## src/rtl/ecc_encoder.sv

```systemverilog
// ecc_encoder: turns a raw data word into an extended-Hamming (SEC-DED) codeword of 8, 16 or 32 bits.
// Latency: Start sampled on edge 0, one check bit per edge, then parity; Enc_Done high after edge K+1 (4/5/6).
// Backpressure: none; Start is only accepted in IDLE, and requests while Busy are dropped, not queued.
//
// Ports:
//   clk      - system clock, rising-edge
//   rst      - asynchronous active-low reset
//   Start    - encode request, sampled in IDLE only
//   Small    - 8-bit codeword mode (4 data bits, 3 check bits), wins over Medium
//   Medium   - 16-bit codeword mode (11 data bits, 4 check bits)
//   DATA_IN  - right-justified data word; bits above the mode's data width are ignored
//   Enc_Out  - registered codeword: C[K-1:0] at bits K-1..0, overall parity at bit K, data above
//   Enc_Done - one-cycle strobe, Enc_Out valid
//   Busy     - high whenever the FSM is not in IDLE
module ecc_encoder #(
    parameter int DATA_WIDTH = 32,
    parameter int AMBA_WORD  = 32
) (
    input  logic                  clk,
    input  logic                  rst,
    input  logic                  Start,
    input  logic                  Small,
    input  logic                  Medium,
    input  logic [DATA_WIDTH-1:0] DATA_IN,
    output logic [AMBA_WORD-1:0]  Enc_Out,
    output logic                  Enc_Done,
    output logic                  Busy
);

    typedef enum logic [1:0] {
        IDLE = 2'd0,
        CALC = 2'd1,
        PAR  = 2'd2,
        DONE = 2'd3
    } state_t;

    // Mode encoding: 0 = 8-bit, 1 = 16-bit, 2 = 32-bit codeword
    localparam logic [1:0] MODE_S = 2'd0;
    localparam logic [1:0] MODE_M = 2'd1;
    localparam logic [1:0] MODE_L = 2'd2;

    state_t               state_q, state_d;
    logic [1:0]           mode_q, mode_d;
    logic [25:0]          data_q, data_d;
    logic [4:0]           chk_q, chk_d;
    logic [2:0]           idx_q, idx_d;
    logic [AMBA_WORD-1:0] out_q, out_d;

    // Zero-extend / truncate DATA_IN to the 26-bit maximum payload
    logic [DATA_WIDTH+25:0] din_pad;
    logic [25:0]            din_ext;
    logic                   unused_din;
    assign din_pad    = {26'd0, DATA_IN};
    assign din_ext    = din_pad[25:0];
    assign unused_din = ^din_pad[DATA_WIDTH+25:26];

    // Mode and payload mask decided at Start time
    logic [1:0]  start_mode;
    logic [25:0] start_mask;
    always_comb begin
        start_mode = MODE_L;
        start_mask = 26'h3FF_FFFF;
        if (Small) begin
            start_mode = MODE_S;
            start_mask = 26'h000_000F;
        end else if (Medium) begin
            start_mode = MODE_M;
            start_mask = 26'h000_07FF;
        end
    end

    // Index of the last check bit for the latched mode (K-1)
    logic [2:0] k_last;
    always_comb begin
        case (mode_q)
            MODE_S:  k_last = 3'd2;
            MODE_M:  k_last = 3'd3;
            default: k_last = 3'd4;
        endcase
    end

    // Data bits covered by check bit idx: walk the non-power-of-two positions
    // 3,5,6,7,9,... in order; data bit n sits at the n-th such position.
    logic [25:0] cover_mask;
    logic [4:0]  cnt;
    logic [4:0]  pb;
    always_comb begin
        cover_mask = '0;
        cnt        = '0;
        pb         = '0;
        for (int p = 3; p < 32; p++) begin
            pb = p[4:0];
            if ((pb & (pb - 5'd1)) != 5'd0) begin
                cover_mask[cnt] = pb[idx_q];
                cnt             = cnt + 5'd1;
            end
        end
    end

    logic chk_bit;
    assign chk_bit = ^(data_q & cover_mask);

    // Payload was masked at Start and unused check bits stay zero, so a plain
    // reduction over both registers gives the even overall parity.
    logic par_bit;
    assign par_bit = (^data_q) ^ (^chk_q);

    logic [31:0] cw;
    always_comb begin
        case (mode_q)
            MODE_S:  cw = {24'd0, data_q[3:0], par_bit, chk_q[2:0]};
            MODE_M:  cw = {16'd0, data_q[10:0], par_bit, chk_q[3:0]};
            default: cw = {data_q[25:0], par_bit, chk_q[4:0]};
        endcase
    end

    logic [AMBA_WORD+31:0] cw_pad;
    logic                  unused_cw;
    assign cw_pad    = {{AMBA_WORD{1'b0}}, cw};
    assign unused_cw = ^cw_pad[AMBA_WORD+31:AMBA_WORD];

    always_comb begin
        state_d = state_q;
        mode_d  = mode_q;
        data_d  = data_q;
        chk_d   = chk_q;
        idx_d   = idx_q;
        out_d   = out_q;
        case (state_q)
            IDLE: begin
                if (Start) begin
                    data_d  = din_ext & start_mask;
                    mode_d  = start_mode;
                    chk_d   = '0;
                    idx_d   = '0;
                    state_d = CALC;
                end
            end
            CALC: begin
                chk_d[idx_q] = chk_bit;
                idx_d        = idx_q + 3'd1;
                if (idx_q == k_last) begin
                    state_d = PAR;
                end
            end
            PAR: begin
                out_d   = cw_pad[AMBA_WORD-1:0];
                state_d = DONE;
            end
            default: begin
                state_d = IDLE;
            end
        endcase
    end

    always_ff @(posedge clk or negedge rst) begin
        if (!rst) begin
            state_q <= IDLE;
            mode_q  <= MODE_S;
            data_q  <= '0;
            chk_q   <= '0;
            idx_q   <= '0;
            out_q   <= '0;
        end else begin
            state_q <= state_d;
            mode_q  <= mode_d;
            data_q  <= data_d;
            chk_q   <= chk_d;
            idx_q   <= idx_d;
            out_q   <= out_d;
        end
    end

    assign Enc_Out  = out_q;
    assign Enc_Done = (state_q == DONE);
    assign Busy     = (state_q != IDLE);

endmodule
```

## config.mk

```make
export PLATFORM = sky130hd
export DESIGN_NAME = ecc_encoder
export DESIGN_NICKNAME = d
export VERILOG_FILES = /design/src/rtl/ecc_encoder.sv
export SDC_FILE = /design/constraint.sdc
export NUM_CORES = 1
export LEC_CHECK = 0
export CORE_ASPECT_RATIO = 0.6
export CORE_MARGIN = 4
export CORE_UTILIZATION = 55
export CTS_CLUSTER_DIAMETER = 50
export DETAILED_ROUTE_END_ITERATION = 8
export HOLD_SLACK_MARGIN = 0.08
export PLACE_DENSITY = 0.83
export SETUP_SLACK_MARGIN = 0.02
export SYNTH_ARGS = -nofsm -noshare
export SYNTH_HDL_FRONTEND = slang
export SYNTH_SLANG_ARGS = --single-unit
export TNS_END_PERCENT = 5
```

## constraint.sdc

```tcl
create_clock -name clk -period 6.8 [get_ports clk]
set_input_delay 1.02 -clock clk [delete_from_list [all_inputs] [get_ports clk]]
set_output_delay 1.02 -clock clk [all_outputs]
set_load 0.05 [all_outputs]
```

==> impl_results.md <==
- H-tree levels: 3
- CTS buffer count: 9
- Largest net degree at the start of global routing: between 70 and 80
- Yosys Warn Count: 0
- Synth area leaders: dfrtp_1, xnor2_1, o21ai_0
- F_max: 338.4 MHz
- Cells after Synth: around 390
- Initial antenna violation count: 0
- Synth cell types: 42
- Area leader, netlist: dfrtp_1
- Synth Flop Type: dfrtp_1
- Die Y: 72.85 um
- Ys async rst share: 1.000
- CP arrival: roughly 3200 ps
- Design Area, Final: 0.004818 sq mm
- Slew Limit Fails: 0
- Clock Skews: between 5 and 6 ps
- Critical-path cell list: inv_1, ha_1, nand2_1, xnor2_1, xnor2_1, nor2_1, xnor3_1, xnor3_1, o21ai_1
- Crit-path max cell delay: between 600 and 700 ps
- Sequential area share after synthesis: 0.4544
- Number of global-route vias before repair: between 3k and 4k
- Area of the core: approximately 0.0067 sq mm
- Synth cell count leaders: dfrtp_1, nand2_1, o21ai_0, xnor2_1, inv_1
- Maximum fanout along the worst path: 17
- Skew-Pair Late Insertion Delay: around 330 ps
- IO Pins: 71
- Synth Cell Area: 0.003855 sq mm
- Ant diodes: 0
- Area delta synth->final: 24.99%
- Hold-fix buffers at CTS: 0
- Detail Placement HPWL: around 6100 um
- Starting DRT DRC Count: about 190
- # setup viols final: 0
- First-pass GRT wire length: 15320 um
- Critical Path Start Type: register
- CP Class: reg -> reg
- GRT overflow: 0
- Crit path max-delay family: XOR/XNOR gates
- Syn Area/Cell: approximately 10 sq um
- WL met1: 4012 um
- DR vias: roughly 3k
- TritonRoute pass-1 iters: 4
- Std-Cell Rows: 23
- Max_cap viols: 0
- GP Congestion: roughly 0.88
- EDFF count, synth: 0
- Total die area: between 0.008 and 0.009 sq mm
- Tcrit/Tclk final: 0.4345
- RSZ-0062 raised after global routing: no
- Setup_tns: 0 ps
- Post-CTS setup buffer count: 0
- Placement Cell Area: 0.004508 sq mm
- Post-synth top area share: 0.4544
- Clock Sink Count: 70
- Worst hold path class: reg -> reg
- GRT Util Overall: 0.2347
- #FFs+latches synth: 70
- Outcome: finished, final reports clean
- Count leader, synth: dfrtp_1
- Final ANT Viol Nets: 0
- Met3 routed WL: a little over 700 um
- Share of cells above drive strength 1: 0.08054
- Measured slew at the worst slew-check pin: slightly below 900 ps
- Met2 wire length: between 4000 and 5000 um
- Required time of the critical path: about 7000 ps
- Initial core utilization: 0.5725
- CP max stage cell: dfrtp_1
- Max layer used: met4
- Vias per cell: around 5.6
- DIE WIDTH: between 100 and 150 um
- Root Driver: clkbuf_16
- DRC Markers: 0
- Normalized max-slew margin: 0.4124
- Buf+Inv Stages, Crit Path: 1
- CP Capture Type: register
- Clock Pin Slew Worst Setup and Hold Paths: 60 ps
- Post-synth net total: between 400 and 500
- CTS tree: yes
- Wire per inst: 16.64 um
- PortBufs: 64
- Nets: 490
- Final min period: ~3000 ps
- Post-Route WL: between 8000 and 9000 um
- Post-CTS sizing: 0
- Longest Clk Path Bufs: 2
- Endpoints failing hold: 0
-- metal layers --
metal / up-vias / GRT usage
met5: - / 0
met4: 0 / 0.05405
met3: 4 / 0.06711
met2: 109 / 0.3620
met1: 1449 / 0.3324
li1: 1426 / -
-- sequential cells by signal (all words and copies together), names as in the netlist --
signal   cells
Enc_Out     32
state_q      2
chk_q        5
mode_q       2
data_q      26
idx_q        3
-- per-stage QoR --
stage	setup slack [ps]	std cells	util	hold WS (ps)
finish	3845	534	0.7155	501.7
global route	3645	534	0.7155	531.1
CTS	3839	534	0.7155	508.0
floorplan	4483	385	-	498.0
global placement	4038	518	0.6695	491.2
detailed placement	3899	518	0.6695	494.6
-- final timing paths --
check / cells after the start / from / slack (ps) / to
max reg2reg: 9 / idx_q[1]$_DFFE_PN0P_ / 3850 / chk_q[3]$_DFFE_PN0P_
max: 9 / idx_q[1]$_DFFE_PN0P_ / 3850 / chk_q[3]$_DFFE_PN0P_
min in group asynchronous: 2 / rst / 880 / Enc_Out[28]$_DFFE_PN0P_
max in group asynchronous: 2 / rst / 5320 / Enc_Out[0]$_DFFE_PN0P_
min reg2reg: 1 / Enc_Out[7]$_DFFE_PN0P_ / 500 / Enc_Out[7]$_DFFE_PN0P_
min: 1 / Enc_Out[7]$_DFFE_PN0P_ / 500 / Enc_Out[7]$_DFFE_PN0P_
-- cell type report --
type	instances	area, sq um
fill	507	1916
clock buffer	11	252.7
inverter	24	91.34
clock inverter	5	57.56
multi-input combinational	269	1891
sequential	70	1752
timing repair buffer	68	665.6
tap	87	108.9
-- worst reg2reg max path, stage by stage (launching register included) --
cell	delay (ps)
dfrtp_1	680
inv_1	200
ha_1	480
nand2_1	110
xnor2_1	220
xnor2_1	140
nor2_1	50
xnor3_1	430
xnor3_1	330
o21ai_1	210
-- logic make-up after synthesis --
family,after synthesis,synth area share
buffers and inverters,46,0.05517
xor gates and xnor gates,41,0.1165
adders and majority gates,11,0.03570
AOI/OAI and AO/OA,101,0.1603
and+or+nand+nor,95,0.1194
muxes,21,0.05842
DFF,70,0.4544
-- cell usage in the layout, fill, tap and decap left out, types with 3 or more instances in the layout --
cell,instances
o21ai_1,9
mux2i_1,9
ha_1,11
inv_1,22
nand3_1,7
a21oi_1,19
a22oi_1,8
a31oi_1,3
clkbuf_16,9
nand2b_1,15
nor2_1,15
dfrtp_1,70
xor2_1,4
clkinvlp_4,3
nand2_1,37
and2b_1,3
nor2b_1,7
a22o_1,17
clkdlybuf4s50_1,63
xnor2_1,30
nor3_1,3
o21ai_0,36
buf_4,4
mux2_2,12
a21o_1,3
xnor3_1,6
Power is not shown: default switching activity piles up to over one toggle a cycle in this logic, so the estimate is an artifact.
